## config.mk

```make
export PLATFORM = sky130hd
export DESIGN_NAME = mem_bus_arbiter
export DESIGN_NICKNAME = d
export VERILOG_FILES = /design/src/rtl/mem_bus_arbiter.sv
export SDC_FILE = /design/constraint.sdc
export NUM_CORES = 1
export LEC_CHECK = 0
export CAP_MARGIN = 20
export CORE_UTILIZATION = 33
export DETAILED_ROUTE_END_ITERATION = 12
export HOLD_SLACK_MARGIN = 0.05
export PLACE_DENSITY = 0.85
export SLEW_MARGIN = 20
export SYNTH_ARGS = -nofsm -noshare
export SYNTH_HDL_FRONTEND = slang
export SYNTH_SLANG_ARGS = --single-unit
```

## constraint.sdc

```tcl
create_clock -name clk -period 2.88 [get_ports clk]
set_clock_uncertainty 0.05 [all_clocks]
set_input_delay 0.576 -clock clk [delete_from_list [all_inputs] [get_ports clk]]
set_output_delay 0.576 -clock clk [all_outputs]
set_load 0.02 [all_outputs]
```

## src/rtl/mem_bus_arbiter.sv

```systemverilog
`default_nettype none
// ============================================================================
//  Module   : mem_bus_arbiter
//  Purpose  : Shares the 16-bit memory port between the core and one DMA
//             requester, with bounded bursts and a guaranteed CPU slot.
//  Revision : 1.0
// ============================================================================
module mem_bus_arbiter #(
   parameter int unsigned MAX_BURST = 16,
   parameter int unsigned CPU_SLOT  = 4
) (
   input  logic        clk,
   input  logic        rst,
   input  logic        ext_halt,
   output logic        cpu_halt,
   input  logic [15:0] cpu_addr,
   input  logic [15:0] cpu_wdata,
   input  logic        cpu_rw,
   output logic [15:0] cpu_rdata,
   input  logic        dma_req,
   output logic        dma_gnt,
   input  logic [15:0] dma_addr,
   input  logic [15:0] dma_wdata,
   input  logic        dma_rw,
   output logic [15:0] dma_rdata,
   output logic [15:0] mem_addr,
   output logic [15:0] mem_wdata,
   output logic        mem_rw,
   input  logic [15:0] mem_rdata
);

   typedef enum logic [1:0] {
      ST_CPU     = 2'd0,
      ST_HALTING = 2'd1,
      ST_GRANT   = 2'd2,
      ST_RELEASE = 2'd3
   } state_t;

   localparam logic [7:0] c_max_burst = 8'(MAX_BURST);
   localparam logic [7:0] c_cpu_slot  = 8'(CPU_SLOT);

   state_t     state_q, state_d;
   logic [7:0] burst_q, burst_d;
   logic [7:0] cool_q,  cool_d;
   logic       w_sel_dma;
   logic       w_arb_halt;

   always_ff @(posedge clk or negedge rst) begin
      if (!rst) begin
         state_q <= ST_CPU;
         burst_q <= 8'd0;
         cool_q  <= 8'd0;
      end else begin
         state_q <= state_d;
         burst_q <= burst_d;
         cool_q  <= cool_d;
      end
   end

   always_comb begin
      state_d = state_q;
      burst_d = burst_q;
      cool_d  = cool_q;
      case (state_q)
         ST_CPU: begin
            if (cool_q != 8'd0) cool_d = cool_q - 8'd1;
            if (dma_req && (cool_q == 8'd0)) state_d = ST_HALTING;
         end
         ST_HALTING: begin
            if (dma_req) begin
               state_d = ST_GRANT;
               burst_d = 8'd0;
            end else begin
               state_d = ST_RELEASE;
            end
         end
         ST_GRANT: begin
            if (dma_req) begin
               if (burst_q != 8'hFF) burst_d = burst_q + 8'd1;
               // This cycle performs access burst_q+1; leave once it hits the limit.
               if (({1'b0, burst_q} + 9'd1) >= {1'b0, c_max_burst}) state_d = ST_RELEASE;
            end else begin
               state_d = ST_RELEASE;
            end
         end
         default: begin
            cool_d  = c_cpu_slot;
            state_d = ST_CPU;
         end
      endcase
   end

   assign w_sel_dma  = (state_q == ST_GRANT);
   assign w_arb_halt = (state_q != ST_CPU);

   assign dma_gnt   = w_sel_dma;
   assign cpu_halt  = w_arb_halt | ext_halt;
   assign mem_addr  = w_sel_dma ? dma_addr  : cpu_addr;
   assign mem_wdata = w_sel_dma ? dma_wdata : cpu_wdata;
   // The frozen core may still present a store during hand-back; suppress it.
   assign mem_rw    = w_sel_dma ? dma_rw : ((state_q == ST_RELEASE) ? 1'b0 : cpu_rw);
   assign cpu_rdata = mem_rdata;
   assign dma_rdata = mem_rdata;

endmodule
`default_nettype wire

```

* Yosys cells after proc, flatten, opt, wreduce, memory -nomap -nowiden
Cells that the tools add are included.
** Operators by class
- Divide/modulo/power cells :: 0
- Shifts and indexed selects :: 0
- Multiply operators :: 0
- Order comparisons :: 1
- Equal/unequal tests :: 10
- Reduce and logical (&&, ||, !) cells :: 10
- Multiplexer cells :: 15
- Bitwise logic cells :: 2
- Add/sub/neg operators :: 3
** Operators with widths (number)
- 16-bit two-way mux :: 2
- 8-bit two-way mux :: 4
- 8-bit case mux with 2 select lines :: 2
- 8-bit by 1-bit adder with 9-bit output, second input constant :: 1
- 9-bit by 5-bit >= comparator with 1-bit output, second input constant :: 1
- 8-bit by 1-bit adder with 8-bit output, second input constant :: 1
- 8-bit zero test :: 1
- 2-bit inequality test, second input constant :: 4
- 8-bit inequality test, second input constant :: 1
- 8-bit nonzero test :: 1
- 8-bit by 1-bit subtractor with 8-bit output, second input constant :: 1
- 2-bit two-way mux :: 3
- 2-bit case mux with 3 select lines :: 1
- 2-bit equality test, second input constant :: 2
- 2-bit AND reduction :: 2
- 4-bit AND reduction :: 1
- 2-bit nonzero test :: 2
- 1-bit two-way mux :: 3
- 3-bit by 2-bit inequality test with 1-bit output, second input constant :: 1
- 2-bit by 1-bit equality test with 1-bit output, second input constant :: 1
- 2-bit zero test :: 1
- 2-bit by 1-bit inequality test with 1-bit output, second input constant :: 1
- 2-bit OR reduction :: 1
- 1-bit logical AND :: 1
- 2 further kinds :: 2
** Word-level totals
- Flip-flop bits (word level) :: 18
- Output and inout port bits :: 67
- RAM bits :: 0
- Memories kept :: 0
- Bits in read-only memories :: 0
- Logic and storage cells :: 44
- Latch bits :: 0

* Depth between registers and ports, before layout
- Depth after elaboration :: 5
- Depth in mapped cells :: 7
- Gate-level depth less buffers :: 7

* Worst setup path after synthesis
OpenSTA, ideal clock, no wires.
- Kind :: register to output
- From :: register state_q[0]
- To :: output mem_wdata[10]
- Path slack :: 341 ps
- Data arrival time :: 1913 ps
- Cell stages (with the launch flop) :: 7
- Path through :: dfrtp_1 inv_1 ha_1 buf_6 clkbuf_1 buf_2 mux2_1
** On the way
- Longest elaborated chain between the ends :: 2
** Ends and longest elaborated chain
- start: declaration :: RTL line 42 : state_t state_q, state_d;
- start signal: assignment :: RTL line 54 : state_q <= state_d;
- 2-bit equality test :: RTL line 93 : assign w_sel_dma = (state_q == ST_GRANT);
- via dma_gnt :: RTL line 21 : output logic dma_gnt,
- 16-bit two-way mux :: RTL line 99 : assign mem_wdata = w_sel_dma ? dma_wdata : cpu_wdata;
- end: declaration :: RTL line 27 : output logic [15:0] mem_wdata,
The timed path passes the listed nets, and every way through them passes these cells.

* Final worst setup path
- From :: register state_q[0]
- To :: output mem_addr[12]
** On the way
- Longest elaborated chain between the ends :: 2
** Ends and longest elaborated chain
- 2-bit equality test :: RTL line 93
- 16-bit two-way mux :: RTL line 98 : assign mem_addr = w_sel_dma ? dma_addr : cpu_addr;
- end: declaration :: RTL line 26 : output logic [15:0] mem_addr,
No other way between the ends.

==> results.md <==
| Parameter | Value |
| --- | --- |
| Total negative setup slack | 0 ps |
| Result of the run | complete, no violations |
| Slew @ Worst Pin | 853.2 ps |
| Largest net degree at the start of global routing | 30 |
| Fin util | 0.5162 |
| Reg2Reg Capture Point | state_q[0] |
| Number of rows in the core area | 27 |
| Area grow syn2layout | 51.04% |
| Share of post-route cells with drive strength above 1 | 0.1241 |
| Period Utilization, post-route | 0.9683 |
| Data arrival time of the critical path | 2160 ps |
| Relative slew margins | 0.4294 |
| Critical Path Max Stage Delay | 550 ps |
| Number of antenna violations at the first check in global routing | 0 |
| DRT Wirelength | 4.936 mm |
| Yosys Warn Count | 0 |
| Endpoints failing setup | 0 |
| Number of buffers created by CTS | 3 |
| Sum of net half-perimeters after detailed placement | 3.855 mm |
| Number of sinks handled by clock tree synthesis | 18 |
| Worst-skew pair later-pin latency | 260 ps |
| Number of global-route vias before repair | 1,635 |
| Synth Register Bits | 18 |
| Clock transition at the registers of the reported paths | 70 ps |
| Total routing usage reported by global routing | 0.1632 |
| CP max FO | 29 |
| Beginning of the worst register-to-register path | burst_q[0] |
| Final-stage net count | 360 |
| Initial core utilization | 0.3418 |
| Proportion of synthesized chip area in sequential cells | 0.2408 |
| Most frequent cells in the layout | 102 x sky130_fd_sc_hd__clkdlybuf4s50_1, 25 x sky130_fd_sc_hd__mux2_1, 18 x sky130_fd_sc_hd__dfrtp_1 |
| Clock tree from TritonCTS | done |
| Wire length of the first global-routing pass | 7.831 mm |
| End point of the critical path | mem_addr[12] |
| Cell area after synthesis | 0.001871 mm² |
| Die boundary height | 77.29 µm |
| Number of cells traversed by the worst register-to-register path | 6 |
| Sum of overflow across all layers after global routing | 0 |
| Top-area cell type share of the netlist area | 0.2408 |
| First DRT Iteration DRCs | 56 |
| Number of H-tree branching levels | 1 |
| Number of failing hold endpoints at the final stage | 0 |
| Number of vias in the routed layout | 1,643 |
| Total power draw | 2.224 mW |
| # diodes | 0 |
| Cell types with the largest area share after synthesis | sky130_fd_sc_hd__dfrtp_1 24%, sky130_fd_sc_hd__mux2_1 15%, sky130_fd_sc_hd__buf_4 13%, sky130_fd_sc_hd__mux2_2 6.6%, sky130_fd_sc_hd__ha_1 4.7% |
| # IOs | 153 |
| Commonest non-fill, non-tap cell in the layout | sky130_fd_sc_hd__clkdlybuf4s50_1 |
| Critical Path End Type | output port |
| Combined buffer and inverter count along the critical path | 3 |
| Kind of launch point of the worst setup path | flop |
| Mapped Avg Cell Area | 9.642 µm² |
| Highest clock rate | 0.3586 GHz |
| Die W | 77.29 µm |
| Synth area leader | sky130_fd_sc_hd__dfrtp_1 |
| Leak pwr | 1.155 nW |
| Post-Place Setup Slack | 276.1 ps |
| Min-delay worst type | reg2reg |
| Post-DR wirelength/cell | 14.60 µm |
| Flop-to-flop setup slack | 890 ps |
| Critical path's slowest cell | sky130_fd_sc_hd__clkdlybuf4s50_1 |
| Net count after synthesis | 287 |
| Number of flops mapped to enable cells by yosys | 0 |
| Antenna Violating Nets Remaining | 0 |
| Mapped Cells | 194 |
| Root Buffer Master | sky130_fd_sc_hd__clkbuf_8 |
| Origin of the worst setup path | state_q[0] |
| Peak VDD IR | 0.0004841 V |
| Core Area | 0.005473 mm² |
| Slew Viols, Final | 0 |
| Max Root-Sink Buffers | 2 |
| Number of vias per cell after detailed routing | 4.861 |
| CP cell instances | inv_1 > ha_4 > buf_12 > mux2_2 > clkdlybuf4s50_1 |
| Detailed-route DRC error count | 0 |
| Crit-path leading delay family | buffers and inverters |
| Type of the worst setup path | reg2out |
| IO buf count | 104 |
| Share of async-settable or async-resettable flops after synthesis | 1.000 |
| Full die area | 0.005974 mm² |
| Top_reg_cell synth | sky130_fd_sc_hd__dfrtp_1 |
| Logic depth of the worst path, buffers included | 5 |
| Final worst-path setup slack | 91.40 ps |
| Data required time at the worst endpoint | 2250 ps |
| Hold-fix buffers, CTS | 0 |
| RSZ-0062 raised after global routing | false |
| Count of unique library cells instantiated by Yosys | 46 |
| Final worst path period need | 2789 ps |
| Number of optimization iterations in the first detailed-route pass | 4 |
| Areal power density over the cells | 787.3 mW/mm² |
| Final estimated routing congestion in global placement | 0.8342 |
| Number of max-cap violations | 0 |
stage by stage:
stage	cell area [µm²]	cells	hold WS [ps]
finish	2825	338	466.5
global placement	2755	334	436.9
global route	2825	338	495.3
floorplan	1871	194	230.4
detailed placement	2755	334	445.2
CTS	2820	338	462.5
cell usage after synthesis (4+ instances only):
cell                        n
sky130_fd_sc_hd__clkbuf_1   4
sky130_fd_sc_hd__dfrtp_1   18
sky130_fd_sc_hd__inv_1      9
sky130_fd_sc_hd__nor2_1    12
sky130_fd_sc_hd__ha_1       7
sky130_fd_sc_hd__o21ai_1    9
sky130_fd_sc_hd__buf_4     32
sky130_fd_sc_hd__a22o_1     6
sky130_fd_sc_hd__nand2_1   11
sky130_fd_sc_hd__mux2_1    25
sky130_fd_sc_hd__mux2_2    11
worst min path at each step:
| stage | startpoint | end | cells after the start |
|---|---|---|---|
| after floorplan | rst | burst_q[0] | 0 |
| after global placement | cool_q[1] | cool_q[1] | 2 |
| after detailed placement | cool_q[0] | cool_q[0] | 2 |
| after CTS | cool_q[0] | cool_q[0] | 2 |
| after global routing | cool_q[0] | cool_q[0] | 2 |
| final | cool_q[0] | cool_q[0] | 2 |
state kept, by name, summed over array words and instances (netlist names):
name,flops
state_q,2
burst_q,8
cool_q,8
power by group:
group,internal (mW),leakage [nW],switching (mW)
sequential,0.325,0.237,0.0999
combinational,0.808,0.889,0.776
clock,0.122,0.0288,0.0929
metal layers:
metal	part of all wire	global-route usage	vias up
li1	-	-	802
met1	0.41	0.1974	767
met2	0.51	0.2823	61
met3	0.065	0.04167	13
met4	0.016	0.04717	0
met5	0	0	-
cell type report:
cell class / instances / area [µm²]
fill: 493 / 2648
inverter: 9 / 33.78
clock buffer: 4 / 55.05
multi-input combinational: 128 / 1115
tap: 72 / 90.09
timing repair buffer: 107 / 1081
sequential: 18 / 450.4
kinds of logic (layout without fill, tap and decap cells):
logic type,Yosys count,in the layout,share of synthesized area
buffers and inverters,48,120,0.1699
and+or+nand+nor,45,45,0.1385
muxes,37,37,0.2247
AOI/OAI and AO/OA,36,36,0.1652
DFF,18,18,0.2408
adders and majority gates,7,7,0.04682
xor gates and xnor gates,3,3,0.01405
timing repair:
item | CTS | global route
setup endpoints to repair | 1 | 2
cloned | 0 | 0
gates resized for setup | 1 | 2
setup buffers | 0 | 0
worst register-to-register path, stage by stage (launching register included):
cell	delay, ps
sky130_fd_sc_hd__dfrtp_1	420
sky130_fd_sc_hd__ha_1	260
sky130_fd_sc_hd__nand2_2	170
sky130_fd_sc_hd__nand2_1	80
sky130_fd_sc_hd__mux2_4	280
sky130_fd_sc_hd__o31ai_4	280
sky130_fd_sc_hd__mux2_1	340
(Power assumes the default switching activity.)
==> variant, RTL diff (config.mk and constraints unchanged) <==
Re-encode `state_t` (4 states) as one-hot, 4 bits wide.
--- a/src/rtl/mem_bus_arbiter.sv
+++ b/src/rtl/mem_bus_arbiter.sv
@@ -29,11 +29,11 @@
    input  logic [15:0] mem_rdata
 );
 
-   typedef enum logic [1:0] {
-      ST_CPU     = 2'd0,
-      ST_HALTING = 2'd1,
-      ST_GRANT   = 2'd2,
-      ST_RELEASE = 2'd3
+   typedef enum logic [3:0] {
+      ST_CPU     = 4'b0001,
+      ST_HALTING = 4'b0010,
+      ST_GRANT   = 4'b0100,
+      ST_RELEASE = 4'b1000
    } state_t;
 
    localparam logic [7:0] c_max_burst = 8'(MAX_BURST);
Formal check against the unedited RTL: same outputs for any inputs over 10 cycles, from zero or initial values and one cycle with rst low; not proved beyond that.
==> variant against the original RTL <==
Register-to-register slack worse by 0.26 ns; setup slack worse by 0.0094 ns; routed wire length is 19% higher; area after synthesis is 2.1% higher; cell area is 3.1% higher; sequential cell count is 2 higher; synthesized cell count is 4.1% higher; global-route usage is 3.0 points higher; highest routed layer unchanged.
Power is not compared: it rests on default switching activity, and its combinational part moved more than twofold at a synthesized area within 25%.
==> variant: results (changes against the original RTL) <==
** Layout
- Fin nets :: 367 (was 360)
- Biggest registers after layout :: burst_q: 8 flops, cool_q: 8 flops, state_q: 4 flops (was burst_q: 8 flops, cool_q: 8 flops, state_q: 2 flops)
- Filler cell count in the final layout :: 521 (was 493)

** Synthesis
- Top cells by area in the synthesized netlist :: sky130_fd_sc_hd__dfrtp_1, sky130_fd_sc_hd__mux2_2, sky130_fd_sc_hd__buf_4 (was sky130_fd_sc_hd__dfrtp_1, sky130_fd_sc_hd__mux2_1, sky130_fd_sc_hd__buf_4)
- Multiplexer fraction of the synthesized cell area :: 0.195 (was 0.225)
- Cell count after synthesis :: 202 (was 194)
- The share of synthesized area occupied by flip-flops and latches was 0.263 (was 0.241).
- The number of nets produced by synthesis was 290 (was 287).
- Xor and xnor fraction of the mapped netlist area :: 0.0138 (was 0.0140)

** GRT
- Maximum number of pins on one net before global-route repair :: 21 (was 30)
- The via count of the first global-routing pass is 1787 (was 1635).
- Wire length of the first global-routing pass :: 9160 um (was 7830 um)

** Placed design
- Placed Cells :: 344 (was 334)
- The worst setup slack before clock tree synthesis was 0.242 ns (was 0.276 ns).
- GPL Wtd Cong :: 0.810 (was 0.834)
- Post-detailed-placement half-perimeter wirelength :: 4700 um (was 3860 um)

** Route
- Aggregate routed wire length :: 5870 um (was 4940 um)
- Per-cell routed wire length :: 16.8 um (was 14.6 um)
- The number of design-rule violations left by the first detailed-router iteration is 76 (was 56).

** Critical path
- Highest-delay cell along the critical path :: sky130_fd_sc_hd__dfstp_2 (was sky130_fd_sc_hd__clkdlybuf4s50_1)
- The largest fanout on the critical path came to 6 (was 29).
- The peak per-stage delay on the critical path is 0.58 ns (was 0.55 ns).

** Timing
- Actual slew at the worst max-slew pin :: 0.991 ns (was 0.853 ns)

** Hold path
- Hold Startpoint :: burst_q[2]$_DFFE_PN0P_ (was cool_q[0]$_DFFE_PN0P_)

** Outcome
- Status: finished, final reports clean (unchanged).
## variant: changes by cell type after synthesis, moves of 6 or more
cell	before	now
sky130_fd_sc_hd__mux2_2	11	33
sky130_fd_sc_hd__nor2_1	12	6
sky130_fd_sc_hd__mux2_1	25	0
sky130_fd_sc_hd__a22o_1	6	0
sky130_fd_sc_hd__o21ai_0	2	12
sky130_fd_sc_hd__o21ai_1	9	0
## variant: layout make-up
| cell class | instances | area share |
|---|---|---|
| Inverter | 6 | 0.00774 |
| Tap cell | 72 | 0.0309 |
| Multi-Input combinational cell | 135 | 0.378 |
| Clock buffer | 3 | 0.0142 |
| Timing Repair Buffer | 113 | 0.387 |
| Clock inverter | 1 | 0.0103 |
| Sequential cell | 20 | 0.172 |
## variant: report_power, final
part / switching [uW] / leakage [uW] / internal [uW]
logic: 280 / 0.000823 / 351
registers: 66.5 / 0.000266 / 343
clock network: 104 / 0.0000357 / 186
## variant: layer usage
layer / up-vias / GRT usage / part of all wire
li1: 867 / - / -
met1: 849 / 0.238 / 0.41
met2: 43 / 0.311 / 0.49
met3: 15 / 0.0686 / 0.080
met4: 0 / 0.0611 / 0.018
met5: - / 0 / 0
## variant: worst paths after layout
| kind | to | slack, ns | cells past startpoint |
|---|---|---|---|
| max | cpu_halt | 0.08 | 5 |
| min | burst_q[2]$_DFFE_PN0P_ | 0.49 | 1 |
| max in group asynchronous | state_q[0]$_DFFE_PN1P_ | 1.91 | 2 |
| max reg2reg | cool_q[2]$_DFFE_PN0P_ | 0.63 | 5 |
| min in group asynchronous | burst_q[3]$_DFFE_PN0P_ | 0.60 | 2 |
| min reg2reg | burst_q[2]$_DFFE_PN0P_ | 0.49 | 1 |
## variant: what timing repair did
| item | 4_1_cts | 5_1_grt |
|---|---|---|
| hold buffers | 0 | 0 |
| resized for setup | 1 | 6 |
| setup buffers | 1 | 1 |
| endpoints found under the setup margin | 7 | 16 |
## variant: logic make-up after synthesis
kind of cell | after synthesis
muxes | 33
DFF | 20
buffers and inverters | 47
and+or+nand+nor | 57
AOI/OAI and AO/OA | 40
adders and majority gates | 2
xor gates and xnor gates | 3
## variant: per-stage QoR
stage          hold WS (ns)  area, um2  power, uW
3_5_place_dp          0.479       2800       1030
6_report              0.487       2910       1330
4_1_cts               0.491       2880       1330
5_1_grt               0.537       2910       1400
2_1_floorplan         0.230       1910        863
3_3_place_gp          0.465       2800       1010
